--- src/rtl/pc_reg_if.sv ---
// -----------------------------------------------------------------------------
// pc_reg_if
//
// Purpose:
//   Bundles the program-counter register's data signals so that the core's
//   next-PC logic and the PC register can share one port.
//
// Parameters:
//   XLEN            width of the PC and of every address signal.
//
// Signals:
//   pc_next         next program-counter value chosen by the next-PC mux.
//   pc              current program counter (registered in pc_reg).
//   pc_plus4        sequential address, pc + 4 modulo 2^XLEN.
//   pc_valid        high once the first post-reset address is presented.
//   pc_misaligned   (PC_ALIGN_CHECK_EN only) last loaded pc_next had
//                   non-zero low two bits.
//
// Modports:
//   master          next-PC / fetch side: drives pc_next, observes the rest.
//   slave           pc_reg side: observes pc_next, drives the rest.
//
// Configuration macro:
//   PC_ALIGN_CHECK_EN   adds the pc_misaligned signal to both modports.
// -----------------------------------------------------------------------------
interface pc_reg_if #(
    parameter int XLEN = 32
);
    logic [XLEN-1:0] pc_next;
    logic [XLEN-1:0] pc;
    logic [XLEN-1:0] pc_plus4;
    logic            pc_valid;

`ifdef PC_ALIGN_CHECK_EN
    logic            pc_misaligned;

    modport master (
        output pc_next,
        input  pc,
        input  pc_plus4,
        input  pc_valid,
        input  pc_misaligned
    );

    modport slave (
        input  pc_next,
        output pc,
        output pc_plus4,
        output pc_valid,
        output pc_misaligned
    );
`else
    modport master (
        output pc_next,
        input  pc,
        input  pc_plus4,
        input  pc_valid
    );

    modport slave (
        input  pc_next,
        output pc,
        output pc_plus4,
        output pc_valid
    );
`endif
endinterface

--- src/rtl/pc_reg.sv ---
// -----------------------------------------------------------------------------
// pc_reg
//
// Purpose:
//   Program-counter state register for the single-cycle RISC-V core. Holds
//   the address of the instruction currently being fetched, loads the value
//   chosen by the next-PC mux on every rising clock edge (no enable, no
//   stall), and offers the sequential address pc + 4 plus a post-reset valid
//   flag to the fetch / next-PC logic.
//
// Parameters:
//   XLEN            width of the PC and all address signals (default 32).
//   RESET_VECTOR    address held while rst is asserted; must be 4-byte
//                   aligned (default 0).
//
// Ports:
//   clk             system clock, all state changes on the rising edge.
//   rst             asynchronous, active-high reset.
//   bus (slave)     pc_next in; pc, pc_plus4, pc_valid
//                   (and pc_misaligned) out.
//
// Configuration macro:
//   PC_ALIGN_CHECK_EN   when defined, pc loads pc_next with its low two bits
//                       cleared, and a registered pc_misaligned flag reports
//                       whether the loaded pc_next had non-zero low bits.
//                       When undefined, pc_next is loaded verbatim and the
//                       pc_misaligned signal does not exist.
//
// Every output comes from a register or from logic fed only by pc_q, so
// there is no combinational path from pc_next to any output.
// -----------------------------------------------------------------------------
module pc_reg #(
    parameter int              XLEN         = 32,
    parameter logic [XLEN-1:0] RESET_VECTOR = '0
) (
    input  logic      clk,
    input  logic      rst,
    pc_reg_if.slave   bus
);

    logic [XLEN-1:0] pc_q;
    logic [XLEN-1:0] pc_d;
    logic            valid_q;

`ifdef PC_ALIGN_CHECK_EN
    logic            misaligned_q;
    logic            misaligned_d;
`endif

    // Next-state value for the PC. Without the alignment option the mux
    // output is taken as-is, all XLEN bits. With it, the low two bits are
    // dropped so fetch always sees a word address, and the fact that they
    // were set is remembered separately in misaligned_d.
    always_comb begin
        pc_d = bus.pc_next;
`ifdef PC_ALIGN_CHECK_EN
        misaligned_d = (bus.pc_next[1:0] != 2'b00);
        pc_d         = {bus.pc_next[XLEN-1:2], 2'b00};
`endif
    end

    // PC and valid-flag register. Reset is asynchronous so the core jumps to
    // RESET_VECTOR the instant rst rises, throwing away whatever pc_next was
    // in flight (including X/Z from an uninitialised mux). The first edge
    // after release loads pc_next and raises pc_valid, which then stays high
    // until the next reset.
    always_ff @(posedge clk or posedge rst) begin
        if (rst) begin
            pc_q    <= RESET_VECTOR;
            valid_q <= 1'b0;
        end else begin
            pc_q    <= pc_d;
            valid_q <= 1'b1;
        end
    end

`ifdef PC_ALIGN_CHECK_EN
    // Misalignment flag register, reset alongside the PC so it can never
    // report a stale fault from before the reset.
    always_ff @(posedge clk or posedge rst) begin
        if (rst) begin
            misaligned_q <= 1'b0;
        end else begin
            misaligned_q <= misaligned_d;
        end
    end

    assign bus.pc_misaligned = misaligned_q;
`endif

    // Output drive. pc_plus4 is derived from the registered PC only and
    // wraps naturally at 2^XLEN because the sum is truncated to XLEN bits.
    assign bus.pc       = pc_q;
    assign bus.pc_plus4 = pc_q + XLEN'(4);
    assign bus.pc_valid = valid_q;

endmodule

--- src/flat_wrapper.sv ---
// flat-port wrapper written by rule: the top's interface ports become plain ports
module pc_reg_flat 
#(
    parameter int              XLEN         = 32,
    parameter logic [XLEN-1:0] RESET_VECTOR = '0
)
  (clk, rst, bus_pc_next, bus_pc, bus_pc_plus4, bus_pc_valid);
  pc_reg_if #(.XLEN(XLEN)) bus_i ();
  input  logic clk;
  input  logic rst;
  input wire logic [$bits(bus_i.pc_next)-1:0] bus_pc_next;
  output wire logic [$bits(bus_i.pc)-1:0] bus_pc;
  output wire logic [$bits(bus_i.pc_plus4)-1:0] bus_pc_plus4;
  output wire logic [$bits(bus_i.pc_valid)-1:0] bus_pc_valid;
  assign bus_i.pc_next = bus_pc_next;
  assign bus_pc = bus_i.pc;
  assign bus_pc_plus4 = bus_i.pc_plus4;
  assign bus_pc_valid = bus_i.pc_valid;
  pc_reg #(.XLEN(XLEN), .RESET_VECTOR(RESET_VECTOR)) u_core (.clk(clk), .rst(rst), .bus(bus_i));
endmodule
--- config.mk ---
export PLATFORM = sky130hd
export DESIGN_NAME = pc_reg_flat
export DESIGN_NICKNAME = d
export VERILOG_FILES = /design/src/rtl/pc_reg_if.sv /design/src/rtl/pc_reg.sv /design/src/flat_wrapper.sv
export SDC_FILE = /design/constraint.sdc
export NUM_CORES = 1
export LEC_CHECK = 0
export BUFFER_PORTS_ARGS = -buffer_cell sky130_fd_sc_hd__buf_2
export CAP_MARGIN = 20
export CORE_MARGIN = 5
export CORE_UTILIZATION = 41
export DETAILED_ROUTE_END_ITERATION = 12
export GPL_ROUTABILITY_DRIVEN = 0
export PLACE_DENSITY_LB_ADDON = 0.2
export SLEW_MARGIN = 0
export SYNTH_ARGS = -nofsm -noshare
export SYNTH_HDL_FRONTEND = slang
export SYNTH_SLANG_ARGS = --single-unit
--- constraint.sdc ---
create_clock -name clk -period 1.9 [get_ports clk]
set_clock_uncertainty 0.05 [all_clocks]
set_input_delay 0 -clock clk [delete_from_list [all_inputs] [get_ports clk]]
set_output_delay 0 -clock clk [all_outputs]
set_load 0.02 [all_outputs]
After elaboration in Yosys (flattened, before gate mapping)

Index checks and enable logic that the tools add are counted.

Register bits: 33
Input port bits: 34
Output and inout bits: 65
Logic and storage cells: 3

Add/sub/neg operators: 1

Operators by type and width:

| kind                                                             | count |
|---|---|
| 32-bit by 3-bit adder with 32-bit output (second input constant) | 1 |

Longest topological paths before layout

Depth after elaboration: 1
Mapped depth: 5
Depth with buffers taken out: 5

Worst setup path after synthesis

No wires, ideal clock.

Path kind: register to output
Start point: register u_core.pc_q[2], in the netlist u_core.bus.pc[2]
End point: output port bus_pc_plus4[30]
Data arrival time: 1821 ps
Data required time: 1850 ps
Setup slack: 29 ps
Stages on the path, launching flop included: 6
Buffers on the path: 0
Cell sequence: dfrtp_1 ha_1 nand3_1 nor4_4 nand4_1 xnor2_1

Word-level cells in the longest chain between the ends: 1

Ends and longest elaborated chain:

| element                                  | line               | text |
|---|---|---|
| from (decl)                              | pc_reg.sv:41       | `logic [XLEN-1:0] pc_q;` |
| from (signal assigned)                   | pc_reg.sv:72       | `pc_q <= pc_d;` |
| 32-bit by 3-bit adder with 32-bit output | pc_reg.sv:94       | `assign bus.pc_plus4 = pc_q + XLEN'(4);` |
| to (decl)                                | flat_wrapper.sv:13 | `output wire logic [$bits(bus_i.pc_plus4)-1:0] bus_pc_plus4;` |

Every way passes these cells.

Worst setup path in the final report

Start point: register u_core.pc_q[21], in the netlist u_core.bus.pc[21]
End point: output port bus_pc_plus4[25]

Same word-level chain as after synthesis.

==> impl_metrics.yaml <==
outcome:
  status: "complete, but fails checks"
  violations: "negative setup slack"
layout:
  area_growth_pct: 93.6
  mostFrequentLayoutCells: "buf_2 (78), buf_4 (37), dlygate4sd3_1 (33)"
  fillers: 171
  layout-drive-gt1-share_pct: 59.8
  final_core_util_pct: 83.0
  nNetsFinal: 310
  largest_reg_flops: 32
  final_common_cell: "buf_2"
  diodes: 0
worst_setup_path:
  critical_path_class: "flip-flop to primary output"
  required_ns: 1.85
  worst_setup_path_end_kind: "primary output"
  critical_path.top_delay_family: "simple AND/OR/NAND/NOR gates"
  max_stage_delay_ns: 0.50
  crit_chain: "nand3_1 -> nor2_1 -> nand4_1 -> xnor2_1 -> buf_4"
  cp_slowest_cell: "dfrtp_1"
  critPathLaunchType: "flip-flop"
  path_buf_inv: 1
  crit_path_max_fanout: 4
  worst_ep_arrival_time_ns: 2.04
drt:
  routed_wl_mm: 5.55
  dr.pass1.iters: 4
  routed-via-count: 1537
  via_per_inst: 4.77
  drc_errors: 0
  drtIter0Drc: 81
  wl_per_cell_um: 17.2
  ant_nets: 0
clock_tree:
  numClockSinks: 33
  cts_tree: "yes"
  worst_setup_hold_path_clk_slew_ns: 0.11
  ctsLongestPathBuffers: 2
  cts_buffers: 5
  htree_levels: 2
  cts_root_buf: "clkbuf_4"
sta:
  fin_ws_ns: -0.190
  fmax_mhz: 478
  slew_violations: 0
  fin_crit_ns: 2.09
  hold_viol_final: 0
  rsz0062_at_grt: "true"
  hold_ws_ns: 0.220
  setup-violations-final: 16
  period_share_pct: 110
power:
  ir_drop_v: 0.000505
  p_leak_uw: 0.00142
  power_density_mw_per_mm2: 589
global_routing:
  grt.total_usage_pct: 20.8
  grt_max_degree: 34
  grt_overflow: 0
  antenna_found_initial: 0
  grt_pass1_wl_mm: 7.84
  grt_pass1_vias: 1664
yosys:
  synth_cell_types: 20
  synth.yosys.warnings: 0
  synth_seq_cells: 33
  synthTopCellsByArea: "dfrtp_1 (57%), xnor2_1 (12%), xor2_1 (5.5%)"
  ys_seq_area_share_pct: 57.2
  yosysTopAreaCellShare_pct: 57.2
  avgSynthCellArea_um2: 12.3
  synthCells: 117
  syn-num-nets: 152
  yosysTopAreaCell: "dfrtp_1"
  netlist_area_mm2: 0.00144
flow_run:
  drv_cap: 0
floorplanning:
  core_mm2: 0.00336
  start_util_pct: 42.9
  io_pins: 99
  die_h_um: 69.3
  die_area_mm2: 0.00480
  die_w_um: 69.3
  rows: 21
placed_design:
  dp_hpwl_mm: 3.04
  io_buffer_count: 98
worst_hold_path:
  hold_class: "primary input to asynchronous set/reset pin"
==> metrics by stage <==
stage	worst slack (ns)	power (µW)	setup TNS (ns)	cell area, µm²	std cells
final	-0.190	1650	-1.42	2790	322
after global routing	-0.284	1720	-3.05	2790	322
after CTS	-0.0489	1600	-0.341	2590	317
after detailed placement	-0.0149	1080	-0.0149	1980	260
after global placement	0.0698	1070	0	1980	260
after floorplan	0.0293	953	0	1440	117
==> synth_stat cells, drive strengths merged <==
master	instances
nor3	3
buf	2
and3	4
inv	4
nand3	12
nor4	4
ha	1
xnor2	19
conb	1
nand2	10
xor2	9
nor2	6
dfrtp	33
nand4	8
or2	1
==> tightest hold or removal path: stages <==
cell and delay [ns]:
dlygate4sd3_1 0.54, buf_2 0.12, inv_1 0.04, buf_4 0.36
==> kinds of logic after synthesis <==
| family | count (synthesis) | synth area share [%] |
|---|---|---|
| XOR/XNOR | 28 | 17.0 |
| other | 1 | 0.260 |
| adder cells (fa/ha/maj) | 1 | 0.867 |
| AND/OR/NAND/NOR | 48 | 22.6 |
| buffers and inverters | 6 | 2.08 |
| flip-flops | 33 | 57.2 |
==> power by group <==
part	total [µW]	internal, µW	switching (µW)
sequential	789	740	49.3
combinational	401	187	214
clock	455	214	241
total	1650	1140	504
==> worst max-delay path by stage <==
stage	end	cells after the start	from	slack, ns
after global placement	bus_pc_plus4[20]	6	u_core.bus.pc[2]	0.07
after global routing	bus_pc_plus4[18]	7	u_core.bus.pc[12]	-0.28
after CTS	bus_pc_plus4[31]	5	u_core.bus.pc[18]	-0.05
final	bus_pc_plus4[25]	5	u_core.bus.pc[21]	-0.19
after detailed placement	bus_pc_plus4[26]	6	u_core.bus.pc[2]	-0.01
after floorplan	bus_pc_plus4[30]	5	u_core.bus.pc[2]	0.03
==> repair_timing <==
action	in CTS	in global routing
hold endpoints to repair	65	0
endpoints found under the setup margin	19	21
hold buffers	33	0
pin swaps	11	17
buffers inserted	16	5
cloned	0	0
gates resized for setup	24	42
==> routing by layer <==
metal	share of wire, %	vias up	global-route usage (%)
li1	-	713	-
met1	33	735	18.7
met2	57	71	40.5
met3	6.9	18	6.52
met4	3.0	0	11.1
met5	0	-	0
==> area by class of cell <==
cell class	count	area, µm²	share of cell area, %
clock buffer	7	65.1	2.33
clock inverter	1	5.00	0.179
inverter	4	15.0	0.538
multi-input combinational	78	758	27.2
sequential	33	837	30.0
tap	46	57.6	2.06
timing repair buffer	153	1050	37.8
No activity file was read; power rests on OpenSTA's default activity.
